$ cat config.mk
export PLATFORM = sky130hd
export DESIGN_NAME = uart_byte_tx
export DESIGN_NICKNAME = d
export VERILOG_FILES = /design/src/rtl/uart_pkg.sv /design/src/rtl/sync_fifo.sv /design/src/rtl/uart_byte_tx.sv
export SDC_FILE = /design/constraint.sdc
export NUM_CORES = 1
export LEC_CHECK = 0
export CELL_PAD_IN_SITES_DETAIL_PLACEMENT = 1
export CELL_PAD_IN_SITES_GLOBAL_PLACEMENT = 1
export CORE_UTILIZATION = 50
export DETAILED_ROUTE_END_ITERATION = 12
export DONT_BUFFER_PORTS = 1
export PLACE_DENSITY_LB_ADDON = 0.1
export SYNTH_ARGS = -nofsm -noshare
export SYNTH_HDL_FRONTEND = slang
export SYNTH_SLANG_ARGS = --single-unit
$ cat constraint.sdc
create_clock -name clk -period 7.3 [get_ports clk]
set_input_delay 1.095 -clock clk [delete_from_list [all_inputs] [get_ports clk]]
set_output_delay 1.095 -clock clk [all_outputs]
set_load 0.01 [all_outputs]
$ cat src/rtl/uart_pkg.sv
// Shared definitions for the UART byte transmitter: FSM encoding, frame
// geometry and the baud divider calculation.
package uart_pkg;

    localparam int UART_FRAME_BITS = 10;
    localparam int UART_DATA_BITS  = 8;

    typedef enum logic [1:0] {
        IDLE  = 2'd0,
        START = 2'd1,
        DATA  = 2'd2,
        STOP  = 2'd3
    } uart_state_t;

    function automatic int baud_div(input int clock_rate, input int baud_rate);
        return clock_rate / baud_rate;
    endfunction

endpackage

$ cat src/rtl/sync_fifo.sv
// Synchronous FIFO with wrap-bit pointers and a registered head-of-queue
// output that is valid whenever the FIFO is non-empty.
module sync_fifo
    import uart_pkg::*;
#(
    parameter int WIDTH = 8,
    parameter int DEPTH = 4
) (
    input  logic                     clk,
    input  logic                     reset,
    input  logic                     push,
    input  logic [WIDTH-1:0]         wr_data,
    input  logic                     pop,
    output logic [WIDTH-1:0]         rd_data,
    output logic                     full,
    output logic                     empty,
    output logic [$clog2(DEPTH):0]   count
);

    localparam int AW = $clog2(DEPTH);

    if (DEPTH < 2 || (DEPTH & (DEPTH - 1)) != 0) begin : g_depth_check
        $error("sync_fifo: DEPTH must be a power of 2 and at least 2");
    end

    logic [WIDTH-1:0] mem [DEPTH];
    logic [AW:0]      wr_ptr;
    logic [AW:0]      rd_ptr;
    logic [AW:0]      rd_ptr_nxt;
    logic             do_push;
    logic             do_pop;

    assign full       = (wr_ptr[AW] != rd_ptr[AW]) && (wr_ptr[AW-1:0] == rd_ptr[AW-1:0]);
    assign empty      = (wr_ptr == rd_ptr);
    assign count      = wr_ptr - rd_ptr;
    assign do_push    = push & ~full;
    assign do_pop     = pop & ~empty;
    assign rd_ptr_nxt = rd_ptr + (AW + 1)'(do_pop);

    always_ff @(posedge clk) begin
        if (do_push) begin
            mem[wr_ptr[AW-1:0]] <= wr_data;
        end
    end

    // The head register is refreshed every edge; when the new head is the slot
    // being written this cycle, the write data bypasses the array.
    always_ff @(posedge clk or negedge reset) begin
        if (!reset) begin
            wr_ptr  <= '0;
            rd_ptr  <= '0;
            rd_data <= '0;
        end else begin
            wr_ptr  <= wr_ptr + (AW + 1)'(do_push);
            rd_ptr  <= rd_ptr_nxt;
            rd_data <= (do_push && (wr_ptr == rd_ptr_nxt)) ? wr_data
                                                           : mem[rd_ptr_nxt[AW-1:0]];
        end
    end

endmodule

$ cat src/rtl/uart_byte_tx.sv
// Buffered 8N1 UART transmitter: bytes arrive over valid/ready into a FIFO and
// are serialised LSB first on a registered, idle-high tx_pin.
module uart_byte_tx
    import uart_pkg::*;
#(
    parameter int CLOCK_RATE = 1000,
    parameter int BAUD_RATE  = 100,
    parameter int FIFO_DEPTH = 4
) (
    input  logic                          clk,
    input  logic                          reset,
    input  logic [7:0]                    in_data,
    input  logic                          in_valid,
    output logic                          in_ready,
    output logic                          tx_pin,
    output logic                          busy,
    output logic [$clog2(FIFO_DEPTH):0]   fifo_count
);

    localparam int DIV   = baud_div(CLOCK_RATE, BAUD_RATE);
    localparam int DIV_W = (DIV > 1) ? $clog2(DIV) : 1;
    localparam logic [DIV_W-1:0] DIV_LAST      = DIV_W'(DIV - 1);
    localparam logic [2:0]       LAST_DATA_BIT = 3'(UART_FRAME_BITS - 3);

    if (DIV < 2) begin : g_div_check
        $error("uart_byte_tx: CLOCK_RATE/BAUD_RATE must be at least 2");
    end

    uart_state_t                state, state_next;
    logic [DIV_W-1:0]           div_cnt, div_next;
    logic [2:0]                 bit_cnt, bit_next;
    logic [UART_DATA_BITS-1:0]  shift_reg, shift_next;
    logic                       tx_next;
    logic                       fifo_push;
    logic                       fifo_pop;
    logic                       fifo_full;
    logic                       fifo_empty;
    logic [7:0]                 fifo_rd_data;

    assign in_ready  = ~fifo_full;
    assign fifo_push = in_valid & in_ready;
    assign busy      = (state != IDLE) || !fifo_empty;

    sync_fifo #(
        .WIDTH (8),
        .DEPTH (FIFO_DEPTH)
    ) u_fifo (
        .clk     (clk),
        .reset   (reset),
        .push    (fifo_push),
        .wr_data (in_data),
        .pop     (fifo_pop),
        .rd_data (fifo_rd_data),
        .full    (fifo_full),
        .empty   (fifo_empty),
        .count   (fifo_count)
    );

    always_ff @(posedge clk or negedge reset) begin
        if (!reset) begin
            state     <= IDLE;
            div_cnt   <= '0;
            bit_cnt   <= '0;
            shift_reg <= '0;
            tx_pin    <= 1'b1;
        end else begin
            state     <= state_next;
            div_cnt   <= div_next;
            bit_cnt   <= bit_next;
            shift_reg <= shift_next;
            tx_pin    <= tx_next;
        end
    end

    // tx_pin follows the current state one clock later, so every bit keeps
    // the same DIV-cycle width including the back-to-back STOP->START hop.
    always_comb begin
        state_next = state;
        div_next   = div_cnt;
        bit_next   = bit_cnt;
        shift_next = shift_reg;
        fifo_pop   = 1'b0;
        tx_next    = 1'b1;
        unique case (state)
            IDLE: begin
                if (!fifo_empty) begin
                    fifo_pop   = 1'b1;
                    shift_next = fifo_rd_data;
                    div_next   = '0;
                    bit_next   = '0;
                    state_next = START;
                end
            end
            START: begin
                tx_next = 1'b0;
                if (div_cnt == DIV_LAST) begin
                    div_next   = '0;
                    state_next = DATA;
                end else begin
                    div_next = div_cnt + DIV_W'(1);
                end
            end
            DATA: begin
                tx_next = shift_reg[0];
                if (div_cnt == DIV_LAST) begin
                    div_next   = '0;
                    shift_next = shift_reg >> 1;
                    if (bit_cnt == LAST_DATA_BIT) begin
                        bit_next   = '0;
                        state_next = STOP;
                    end else begin
                        bit_next = bit_cnt + 3'd1;
                    end
                end else begin
                    div_next = div_cnt + DIV_W'(1);
                end
            end
            STOP: begin
                tx_next = 1'b1;
                if (div_cnt == DIV_LAST) begin
                    div_next = '0;
                    if (!fifo_empty) begin
                        fifo_pop   = 1'b1;
                        shift_next = fifo_rd_data;
                        bit_next   = '0;
                        state_next = START;
                    end else begin
                        state_next = IDLE;
                    end
                end else begin
                    div_next = div_cnt + DIV_W'(1);
                end
            end
            default: begin
                state_next = IDLE;
            end
        endcase
    end

endmodule

==> results <==
- The worst setup path is launched from a flip-flop.
- The post-route setup TNS is 0 ns.
- The synthesized netlist net count is 221.
- The most critical setup path has its startpoint at u_fifo.wr_ptr[0].
- Of all cell types, the one taking the most synthesized area is sky130_fd_sc_hd__edfxtp_1.
- After synthesis, the largest area contributor takes up between 30% and 40% of total cell area.
- The signal on the critical path passes through inv_1, ha_1, nand3_2, nor3b_1, ha_1, ha_1, xnor2_1, nand3_1, a21oi_4, mux2_2.
- The insertion delay of the later-clocked pin in the worst-skew pair is about 0.33 ns.
- In the routed design, unresolved DRC markers number 0.
- The endpoint class of the critical path is a flip-flop.
- Detailed placement finished with a half-perimeter wire length of 3900 µm.
- The number of global-route vias before repair is between 1,500 and 2,000.
- The leakage power summed over all cells is roughly 0.0012 µW.
- The post-cts hold buffer count is 0.
- The achievable clock frequency is roughly 0.32 GHz.
- The final number of max-transition violations is 0.
- 17 I/O pins were placed.
- Along the worst path, the maximum fanout reaches 10.
- Counting flops with a built-in enable in the synthesized netlist gives 32.
- In this run the number of cells on the critical path is 10.
- The number of cells on the worst reg-to-reg path is 10.
- For this block, the via count after detailed routing is roughly 1,600.
- In this run the number of H-tree levels came out at 3.
- Setup repair after global routing left no endpoint under its margin.
- The total track usage is approximately a fifth.
- On the worst path, the slowest cell contributes a delay of 0.54 ns.
- The period utilization is a little over two fifths.
- The standard cell core area is around 5500 µm².
- TritonCTS built the clock tree.
- For the pin with the worst max-slew slack, the measured transition is 0.666 ns.
- After layout, the design draws a total of approximately 1700 µW.
- The final hold violation count is 0.
- Once the clock tree was built, the resizer swapped 0 gates to a different size.
- After technology mapping, the gate count stands at between 150 and 200.
- The growth of design area from synthesis to finish is 11.8%.
- In the routed layout, each cell is associated on average with a via count of 5.79.
- The path class of the tightest hold or removal check is in2async.
- The total power density per cell area is about 530 nW/µm².
- The flip-flop count of the largest register after layout is 32.
- The worst setup path is of the reg2reg kind.
- During synthesis, Yosys emitted a total of 0 warnings.
- The number of antenna violations at the first check in global routing is 0.
- The number of inserted diodes is 0.
- The die covers 5990 µm².
- Summed over all layers, the routed wires come to 5530 µm.
- The worst endpoint required time is 7.51 ns.
- The setup fix buffers added after clock tree synthesis is 0.
- The terminus of the critical flop-to-flop path is u_fifo.rd_data[4].
- The overflow left after global routing is 0.
- Entering global routing, the biggest net connects 33 pins.
- The top flip-flop cell by instance count after synthesis is sky130_fd_sc_hd__edfxtp_1.
- The total standard cell area after synthesis is about 2800 µm².
- The commonest cells after synthesis are sky130_fd_sc_hd__edfxtp_1 (32), sky130_fd_sc_hd__dfrtp_1 (31), sky130_fd_sc_hd__ha_1 (16), sky130_fd_sc_hd__o22ai_1 (16), sky130_fd_sc_hd__inv_1 (10).
- The critical path ends at u_fifo.rd_data[4].
- The first-pass iteration count of the detailed router is 4.
- In this run the tool buffered the top-level ports with 0 buffer cells.
- Yosys attributes the largest share of cell area to sky130_fd_sc_hd__edfxtp_1 (34%), sky130_fd_sc_hd__dfrtp_1 (27%), sky130_fd_sc_hd__ha_1 (7.0%).
- In this run the remaining antenna-violating nets after routing total 0.
- The first-pass GRT wire length is 9080 µm.
- In the final design database the tool counted about 230 nets.
- At the end of routability-driven placement, the weighted congestion stood at 0.831.
- A synthesized cell averages 14.7 µm².
- The standard-cell row count is 27.
- The routed length per placed instance is 19.7 µm.
- In this run, CTS created clock tree buffers numbering 9.
- The most common cell in the synthesized netlist is sky130_fd_sc_hd__edfxtp_1.
- From left edge to right edge, the die measures 77.4 µm.
- The share of synthesized registers carrying an async set or reset is 50.0%.
- Max-cap violations in this run came to 0.
- The final critical path time including I/O delays and setup is 3.14 ns.
- The number of clock sinks is 64.
- By instance count, the cell type seen most on the critical path is sky130_fd_sc_hd__ha_1.
- The root buffer selected by CTS is sky130_fd_sc_hd__clkbuf_8.
- The clock arrives with 0.00679 ns of skew.
- Setup violations remaining at the end of the flow were counted as 0.
- The die is 77.4 µm tall.
- The starting density of the core is 51.6%.
- The setup slack on the worst flop-to-flop path is 4.16 ns.
- The headroom to the max-slew limit is 55.6%.
- The flow ran to the end, and the final reports show no timing, DRC or antenna violations.
- The synthesized netlist contains 39 unique library cells.
- Counting along the longest clock path gives a buffer depth of 2.
- The startpoint identified for the worst register-to-register timing path is u_fifo.wr_ptr[0].
- The maximum resistive drop on vdd is 0.236 mV.
- The part of the Yosys area used for sequential elements is 62.0%.
- The clock transition at the register clock pins on the worst setup and hold paths after CTS is 0.07 ns.
- Synthesis inferred 64 register bits.
- After the first detailed-routing iteration, the DRC count stood at 66.
- The post-route netlist has 20.1% of its cells at a drive strength greater than 1.
- The number of buffers and inverters on the critical path is 1.
- The cell family contributing the most delay on the critical path is adder cells.
- STA puts the critical path data arrival time at 3.35 ns.
- For this design, the slowest cell found on the critical path is sky130_fd_sc_hd__ha_1.
logic make-up after synthesis:
logic type                 after synthesis  synth area share (%)
AOI/OAI and AO/OA                       38                  8.67
xor gates and xnor gates                 7                  2.42
adders and majority gates               17                  7.74
buffers and inverters                   15                  2.11
DFF                                     64                  62.0
muxes                                   18                  10.3
and+or+nand+nor                         34                  6.82
power by group:
part | internal, µW | total [µW] | switching (µW)
registers | 518 | 603 | 85.7
logic | 329 | 717 | 387
clock network | 226 | 360 | 134
worst register-to-register path, delay by kind of cell, from the launching register on:
family / cells / cell delay, ns
mux: 1 / 0.39
xor+xnor: 1 / 0.17
simple gates: 3 / 0.59
buf+inv: 1 / 0.10
flops: 1 / 0.42
compound gates: 1 / 0.27
fa+ha+maj: 3 / 1.09
routing by layer:
metal | global-route usage (%) | part of all wire, %
met5 | 0 | 0
met4 | 11.5 | 2.4
met3 | 4.00 | 2.3
met2 | 35.6 | 52
met1 | 24.2 | 43
worst min path at each step:
stage              endpoint  slack, ns  cells after the start
3_3_place_gp     bit_cnt[2]       0.49                      1
4_1_cts          div_cnt[3]       0.44                      0
3_5_place_dp     bit_cnt[2]       0.50                      1
2_1_floorplan  shift_reg[7]       0.46                      1
5_1_grt          bit_cnt[2]       0.44                      0
6_report         div_cnt[3]       0.45                      0
cell type report:
class | count | area [µm²]
clock buffer | 10 | 128
clock inverter | 6 | 106
fill | 521 | 2330
inverter | 11 | 41.3
multi-input combinational | 114 | 1020
sequential | 64 | 1760
tap | 72 | 90.1
timing repair buffer | 4 | 30.0
metrics by stage:
stage | instances | instance area [µm²] | hold slack (ns) | setup WS, ns | util (%)
2_1_floorplan | 193 | 2840 | 0.456 | 4.53 | -
3_3_place_gp | 265 | 2950 | 0.492 | 4.26 | 53.5
3_5_place_dp | 265 | 2950 | 0.496 | 4.12 | 53.5
4_1_cts | 281 | 3180 | 0.442 | 4.12 | 57.7
5_1_grt | 281 | 3180 | 0.437 | 3.93 | 57.7
6_report | 281 | 3180 | 0.453 | 4.16 | 57.7
cell usage in the layout, fill, tap and decap left out, types with 2 or more instances in the layout:
cell type and n:
sky130_fd_sc_hd__a21oi_1 8, sky130_fd_sc_hd__a22o_1 3, sky130_fd_sc_hd__buf_4 4, sky130_fd_sc_hd__bufinv_16 3
sky130_fd_sc_hd__clkbuf_8 9, sky130_fd_sc_hd__clkinv_1 3, sky130_fd_sc_hd__dfrtp_1 31, sky130_fd_sc_hd__edfxtp_1 32
sky130_fd_sc_hd__ha_1 16, sky130_fd_sc_hd__inv_1 10, sky130_fd_sc_hd__mux2_2 9, sky130_fd_sc_hd__mux4_2 8
sky130_fd_sc_hd__nand2_1 6, sky130_fd_sc_hd__nand2b_1 2, sky130_fd_sc_hd__nand3_1 5, sky130_fd_sc_hd__nor2_1 3
sky130_fd_sc_hd__nor3_1 8, sky130_fd_sc_hd__nor3b_1 2, sky130_fd_sc_hd__o21ai_0 5, sky130_fd_sc_hd__o22ai_1 16
sky130_fd_sc_hd__or2_2 2, sky130_fd_sc_hd__xnor2_1 4, sky130_fd_sc_hd__xor2_1 2
(Power assumes the default switching activity.)
